==> src/rtl/mac_pipe.sv <==
// Pipelined multiply-accumulate with a per-group signed offset.
// Three register stages: product (P), accumulate (A), offset and saturate/wrap (O).
module mac_pipe #(
    parameter int IN_WIDTH  = 5,
    parameter int OUT_WIDTH = 8,
    parameter int OFFSET    = -9,
    parameter int ACC_LEN   = 4,
    parameter int SATURATE  = 1
) (
    input  logic                 clk,
    input  logic                 rst,
    input  logic [IN_WIDTH-1:0]  a,
    input  logic [IN_WIDTH-1:0]  b,
    input  logic                 en,
    input  logic                 last,
    output logic [OUT_WIDTH-1:0] result,
    output logic                 valid,
    output logic                 overflow
);
    function automatic int imax(input int x, input int y);
        return (x > y) ? x : y;
    endfunction

    // Bits needed to hold v as a two's complement number.
    function automatic int sbits(input int v);
        int m;
        int n;
        m = (v < 0) ? -(v + 1) : v;
        n = 1;
        while (m > 0) begin
            m = m >> 1;
            n = n + 1;
        end
        return n;
    endfunction

    localparam int PW = 2 * IN_WIDTH;
    localparam int AW = PW + $clog2(ACC_LEN + 1);
    localparam int SW = imax(imax(AW + 2, sbits(OFFSET)), OUT_WIDTH + 2) + 1;
    localparam int CW = imax($clog2(ACC_LEN + 1), 1);

    localparam logic signed [SW-1:0] OFFS = SW'(OFFSET);
    localparam logic signed [SW-1:0] MAXV = {{(SW-OUT_WIDTH){1'b0}}, {OUT_WIDTH{1'b1}}};

    typedef enum logic {IDLE, ACCUM} state_t;

    // ---- stage P ----
    // cnt counts accepted beats at the input so close is known before the
    // product reaches the accumulator, allowing back-to-back groups.
    logic [PW-1:0] p;
    logic          p_vld;
    logic          p_close;
    logic [CW-1:0] cnt;
    logic          close_in;

    assign close_in = last || (cnt == CW'(ACC_LEN - 1));

    always_ff @(posedge clk) begin
        if (rst) begin
            p       <= '0;
            p_vld   <= 1'b0;
            p_close <= 1'b0;
            cnt     <= '0;
        end else begin
            p_vld <= en;
            if (en) begin
                p       <= PW'(a) * PW'(b);
                p_close <= close_in;
                cnt     <= close_in ? '0 : cnt + CW'(1);
            end
        end
    end

    // ---- stage A ----
    state_t        state, state_nx;
    logic [AW-1:0] acc, acc_nx;
    logic          fin;

    always_comb begin
        state_nx = state;
        acc_nx   = acc;
        if (p_vld) begin
            acc_nx   = (state == ACCUM) ? acc + AW'(p) : AW'(p);
            state_nx = p_close ? IDLE : ACCUM;
        end
    end

    always_ff @(posedge clk) begin
        if (rst) begin
            state <= IDLE;
            acc   <= '0;
            fin   <= 1'b0;
        end else begin
            state <= state_nx;
            acc   <= acc_nx;
            fin   <= p_vld && p_close;
        end
    end

    // ---- stage O ----
    logic signed [SW-1:0]  s;
    logic                  ovf;
    logic [OUT_WIDTH-1:0]  res_nx;

    always_comb begin
        s   = $signed({{(SW-AW){1'b0}}, acc}) + OFFS;
        ovf = (s < 0) || (s > MAXV);
        if (SATURATE != 0)
            res_nx = (s < 0) ? '0 : (s > MAXV) ? '1 : s[OUT_WIDTH-1:0];
        else
            res_nx = s[OUT_WIDTH-1:0];
    end

    always_ff @(posedge clk) begin
        if (rst) begin
            result   <= '0;
            valid    <= 1'b0;
            overflow <= 1'b0;
        end else begin
            valid <= fin;
            if (fin) begin
                result   <= res_nx;
                overflow <= ovf;
            end
        end
    end
endmodule

==> config.mk <==
export PLATFORM = sky130hd
export DESIGN_NAME = mac_pipe
export DESIGN_NICKNAME = d
export VERILOG_FILES = /design/src/rtl/mac_pipe.sv
export SDC_FILE = /design/constraint.sdc
export NUM_CORES = 1
export LEC_CHECK = 0
export ABC_AREA = 1
export BUFFER_PORTS_ARGS = -buffer_cell sky130_fd_sc_hd__buf_2
export CAP_MARGIN = 20
export CORE_ASPECT_RATIO = 1.75
export CORE_UTILIZATION = 60
export DETAILED_ROUTE_END_ITERATION = 10
export PLACE_DENSITY_LB_ADDON = 0.12
export RECOVER_POWER = 50
export SLEW_MARGIN = 20
export SYNTH_ARGS = -nofsm -noshare
export SYNTH_HDL_FRONTEND = slang
export SYNTH_SLANG_ARGS = --single-unit
==> constraint.sdc <==
create_clock -name clk -period 5.05 [get_ports clk]
set_input_delay 1.01 -clock clk [delete_from_list [all_inputs] [get_ports clk]]
set_output_delay 1.01 -clock clk [all_outputs]
set_load 0.03 [all_outputs]
# Word level (Yosys, flattened, before mapping)
# Cells that the tools add are included.
# op_classes
n_mul,1
n_reduce_logical,3
addsub,3
n_mux,5
n_eq_ne,1
magnitude_cmp,2
# ops
op,count
8-bit 2-to-1 mux,2
14-bit by 5-bit adder with 15-bit output (second input constant),1
15-bit by 9-bit > comparator with 1-bit output (second input constant),1
15-bit by 1-bit less-than comparator with 1-bit output (second input constant),1
13-bit by 10-bit adder with 13-bit output,1
13-bit 2-to-1 mux,1
5-bit by 5-bit multiplier with 10-bit output,1
3-bit by 1-bit adder with 3-bit output (second input constant),1
3-bit by 2-bit equality test with 1-bit output (second input constant),1
3-bit 2-to-1 mux,1
1-bit logical OR,2
1-bit logical AND,1
1-bit 2-to-1 mux,1
# word_totals
inputBits,14
output_inout_bits,10
wordCells,25
reg_bits,40

# Longest topological paths before layout
# depth
ltp_word,4
mapped_depth,16
ltp_nobuf,16

# Worst setup path after synthesis
# No wires, ideal clock.
# synth_timing
path_kind,input to register
startpoint,input port a[0]
endpoint,register p[7]
required_time_ps,4935
path_buffers,0
stages,14
setup_slack_ps,1228
setup_ps,115
t_arrival_ps,3706
path_cell_list,nand2_1 -> fa_1 -> fa_1 -> fa_1 -> inv_1 -> ha_1 -> a21oi_1 -> nand2_1 -> a21oi_1 -> nor2_1 -> nor2_1 -> xor2_1 -> o21ai_0 -> inv_1
# synth_via
elab_chain_len,1
# synth_rtl
item,line,text
from (decl),12,"input logic [IN_WIDTH-1:0] a,"
5-bit by 5-bit multiplier with 10-bit output,67,p <= PW'(a) * PW'(b);
to (signal assigned),67,
to (decl),50,logic [PW-1:0] p;
# No other way between the ends.
# A chain may end at the register's enable or synchronous reset.

# Final worst setup path
# layout_timing
startpoint,input port b[4]
endpoint,register p[7]
# layout_via
elab_chain_len,1
# layout_rtl
item,line,text
from (decl),13,"input logic [IN_WIDTH-1:0] b,"
5-bit by 5-bit multiplier with 10-bit output,67,
# No other way between the ends.

==> run_summary.xml <==
<?xml version="1.0" encoding="UTF-8"?>
<metrics>
  <group name="layout">
    <metric name="finish.cell_count_without_fillers" unit="">520</metric>
    <metric name="fraction_of_final_layout_cells_sized_beyond_drive_strength_1" unit="%">11.2</metric>
    <metric name="n_fill_cell" unit="">462</metric>
    <metric name="fin_nets" unit="">522</metric>
    <metric name="area_delta_synth_final" unit="%">8.32</metric>
    <metric name="num_antenna_cells" unit="">0</metric>
  </group>
  <group name="detailed_routing">
    <metric name="drt-wirelength-per-cell" unit="µm">13.2</metric>
    <metric name="ant_nets" unit="">0</metric>
    <metric name="detail_route.wirelength" unit="µm">6860</metric>
    <metric name="first_iter_violations" unit="">121</metric>
    <metric name="route.detailed.vias_per_inst" unit="">5.43</metric>
    <metric name="detailroute.via_count" unit="">2822</metric>
    <metric name="drcViolationCount" unit="">4</metric>
    <metric name="dr.pass1.iters" unit="">9</metric>
  </group>
  <group name="synthesis">
    <metric name="synth-edff-count" unit="">0</metric>
    <metric name="syn_area_per_cell" unit="µm²">7.08</metric>
    <metric name="synth.net_count" unit="">500</metric>
    <metric name="synthFlopType" unit="">dfxtp_1</metric>
    <metric name="synthDistinctLibCells" unit="">42</metric>
    <metric name="netlist_area" unit="mm²">0.00314</metric>
    <metric name="syn_inst" unit="">444</metric>
    <metric name="synth_sequential_area_ratio" unit="%">25.5</metric>
    <metric name="synth.ff_latch_count" unit="">40</metric>
    <metric name="yosysWarningCount" unit="">0</metric>
    <metric name="synthArstFlopShare" unit="%">0</metric>
  </group>
  <group name="clock_network">
    <metric name="worst_setup_hold_path_clk_slew" unit="ns">0.08</metric>
    <metric name="cts_root_buffer" unit="">clkbuf_8</metric>
    <metric name="htreeDepth" unit="">2</metric>
    <metric name="cts_buffers" unit="">5</metric>
    <metric name="max-clock-path-buffers" unit="">2</metric>
    <metric name="cts_repair_resize_count" unit="">0</metric>
    <metric name="tritoncts_clock_tree" unit="">built</metric>
    <metric name="post_cts_hold_buffer_count" unit="">0</metric>
    <metric name="postCtsSetupBuffers" unit="">0</metric>
    <metric name="clock_sink_count" unit="">40</metric>
    <metric name="clk-insertion-delay-late" unit="ns">0.30</metric>
  </group>
  <group name="global_route">
    <metric name="grt_max_degree" unit="">31</metric>
    <metric name="overflow" unit="">0</metric>
    <metric name="met2_usage_grt" unit="%">58.1</metric>
    <metric name="use_met1" unit="%">25.1</metric>
    <metric name="first_global_vias" unit="">2954</metric>
    <metric name="number_of_antenna_violations_at_the_first_check_in_global_routing" unit="">0</metric>
    <metric name="groute.layer.met3.usage" unit="%">2.78</metric>
    <metric name="grt_first_pass_wirelength" unit="µm">12300</metric>
    <metric name="grt_use_total" unit="%">28.2</metric>
    <metric name="grt_most_used_layer" unit="">met2</metric>
  </group>
  <group name="min_path">
    <metric name="holdCritPathClass" unit="">register to register</metric>
  </group>
  <group name="timing">
    <metric name="hold_violations" unit="">0</metric>
    <metric name="finClkSkew" unit="ns">0.00862</metric>
    <metric name="fin_setup_tns" unit="ns">0</metric>
    <metric name="final-setup-viol-count" unit="">0</metric>
    <metric name="period_share" unit="%">76.2</metric>
    <metric name="relSlewSlack" unit="%">-2.89</metric>
    <metric name="max_freq" unit="MHz">260</metric>
    <metric name="fin_ws" unit="ns">1.20</metric>
    <metric name="worst_pin_slew" unit="ns">1.54</metric>
    <metric name="timing.final.max_slew_violations" unit="">31</metric>
    <metric name="timing.final.crit_period" unit="ns">3.85</metric>
    <metric name="grt_setup_unrepaired" unit="">no</metric>
  </group>
  <group name="run_status">
    <metric name="run_status" unit="">complete, but fails checks</metric>
    <metric name="failed_checks" unit="">DRC, capacitance limit, slew limit</metric>
  </group>
  <group name="critical_path">
    <metric name="critical_path.max_fanout" unit="">5</metric>
    <metric name="worst-setup-path-type" unit="">input pin to register</metric>
    <metric name="worstSetupEndpointType" unit="">register</metric>
    <metric name="critPathLaunchType" unit="">input pin</metric>
    <metric name="worst_setup_path_endpoint" unit="">p[7]</metric>
    <metric name="worst-r2r-cell-count" unit="">6</metric>
    <metric name="arr_time_crit_path" unit="ns">4.04</metric>
    <metric name="rr_startpoint" unit="">p_vld</metric>
    <metric name="r2r-end" unit="">acc[8]</metric>
    <metric name="launching_instance_or_port_of_the_critical_path" unit="">b[4]</metric>
    <metric name="r2r_setup_slack" unit="ns">2.96</metric>
    <metric name="crit_required" unit="ns">5.24</metric>
  </group>
  <group name="pwr">
    <metric name="peakVddDrop" unit="mV">0.122</metric>
    <metric name="power.leakage" unit="nW">1.79</metric>
    <metric name="overall_power" unit="µW">912</metric>
    <metric name="cellPowerDensity" unit="mW/mm²">268</metric>
  </group>
  <group name="job">
    <metric name="max_cap_violations" unit="">1</metric>
  </group>
  <group name="die">
    <metric name="core_rows" unit="">34</metric>
    <metric name="die_w" unit="µm">56.7</metric>
    <metric name="start_util" unit="%">62.6</metric>
    <metric name="io_pins" unit="">24</metric>
    <metric name="die_area" unit="mm²">0.00554</metric>
    <metric name="die_y_extent" unit="µm">97.7</metric>
    <metric name="fp.coreArea" unit="mm²">0.00502</metric>
  </group>
  <group name="placed_design">
    <metric name="dpl.cell_count" unit="">513</metric>
    <metric name="port-buffer-count" unit="">23</metric>
    <metric name="pre_cts_ws" unit="ns">0.938</metric>
    <metric name="final_weighted_congestion_in_routability_driven_placement" unit="">0.923</metric>
    <metric name="detailed_place_hpwl" unit="µm">5550</metric>
  </group>
</metrics>
[flip-flops by register name, summed over array words and instances, names as in the netlist]
signal and flops:
state 1, valid 1, cnt 3, acc 13, fin 1, p 10
result 8, overflow 1, p_close 1, p_vld 1
[placed cells by master, fill, tap and decap left out, drive strengths merged, types with 2 or more instances in the layout]
cell type,Yosys,layout
a21o,2,2
a31oi,4,4
buf,2,12
clkbuf,6,16
fa,10,10
o22ai,2,2
inv,79,79
o21ai,21,21
o211ai,2,2
bufinv,0,2
nor2,42,42
nand2,106,106
dfxtp,40,40
a21oi,43,43
ha,32,32
xor2,10,10
nand3,29,29
nand4,2,2
xnor2,2,2
[power by group]
| part | internal (mW) | total [mW] | switching, mW | leakage, nW |
|---|---|---|---|---|
| Sequential | 0.332 | 0.348 | 0.0154 | 0.326 |
| Combinational | 0.0947 | 0.255 | 0.160 | 1.40 |
| Clock | 0.195 | 0.309 | 0.114 | 0.0642 |
| Total | 0.622 | 0.912 | 0.290 | 1.79 |
[worst max-delay path: stages]
cell and delay, ns:
buf_2 0.12, nand2_1 0.08, fa_1 0.52, fa_1 0.52, fa_1 0.54, inv_1 0.04
ha_1 0.33, a21oi_1 0.14, nand2_1 0.12, a21oi_1 0.15, nor2_1 0.05, nor2_1 0.14
xor2_1 0.08, o21ai_0 0.14, inv_1 0.05
[layer usage]
| layer | routed length, µm | share of wire, % |
|---|---|---|
| met5 | 0 | 0 |
| met4 | 325 | 4.7 |
| met3 | 116 | 1.7 |
| met2 | 4010 | 58 |
| met1 | 2410 | 35 |
[cell type report]
class                           count  area [µm²]  share of cell area, %
Timing Repair Buffer               23         101                   2.98
Clock inverter                      2        60.1                   1.76
Inverter                           80         300                   8.82
Clock buffer                        5        68.8                   2.02
Sequential cell                    40         801                   23.5
Tap cell                           54        67.6                   1.98
Multi-Input combinational cell    316        2010                   58.9
[synthesized netlist by cell type (4+ instances only)]
library cell,instances,area (µm²)
nor2_1,37,139
a21oi_1,36,180
nand3_1,26,130
ha_1,32,400
fa_1,10,200
dfxtp_1,40,801
a21oi_2,7,61.3
nand2_1,97,364
nand2_2,8,50.1
inv_1,74,278
inv_2,5,18.8
xor2_1,9,78.8
o21ai_0,18,90.1
clkbuf_1,6,22.5
a31oi_1,4,25.0
[per-stage QoR]
| stage | hold slack (ns) | utilization [%] | instance area, µm² |
|---|---|---|---|
| after floorplan | 0.439 | - | 3140 |
| after global placement | 0.452 | 65.6 | 3290 |
| after detailed placement | 0.452 | 65.6 | 3290 |
| after CTS | 0.464 | 68.2 | 3420 |
| after global routing | 0.475 | 67.8 | 3400 |
| final | 0.464 | 67.8 | 3400 |
[worst min-delay path by stage]
stage,start,endpoint,depth (start not counted)
floorplan,p_close,fin,2
global placement,result[7],result[7],2
detailed placement,result[7],result[7],2
CTS,result[7],result[7],2
global route,result[7],result[7],2
finish,result[7],result[7],2
[logic make-up after synthesis]
kind of cell,after synthesis,synth area share (%)
adders and majority gates,42,19.1
xor gates and xnor gates,12,3.58
and+or+nand+nor,182,26.0
DFF,40,25.5
AOI/OAI and AO/OA,80,15.2
buffers and inverters,88,10.5
Note: power is estimated with default switching activity, not from simulation.
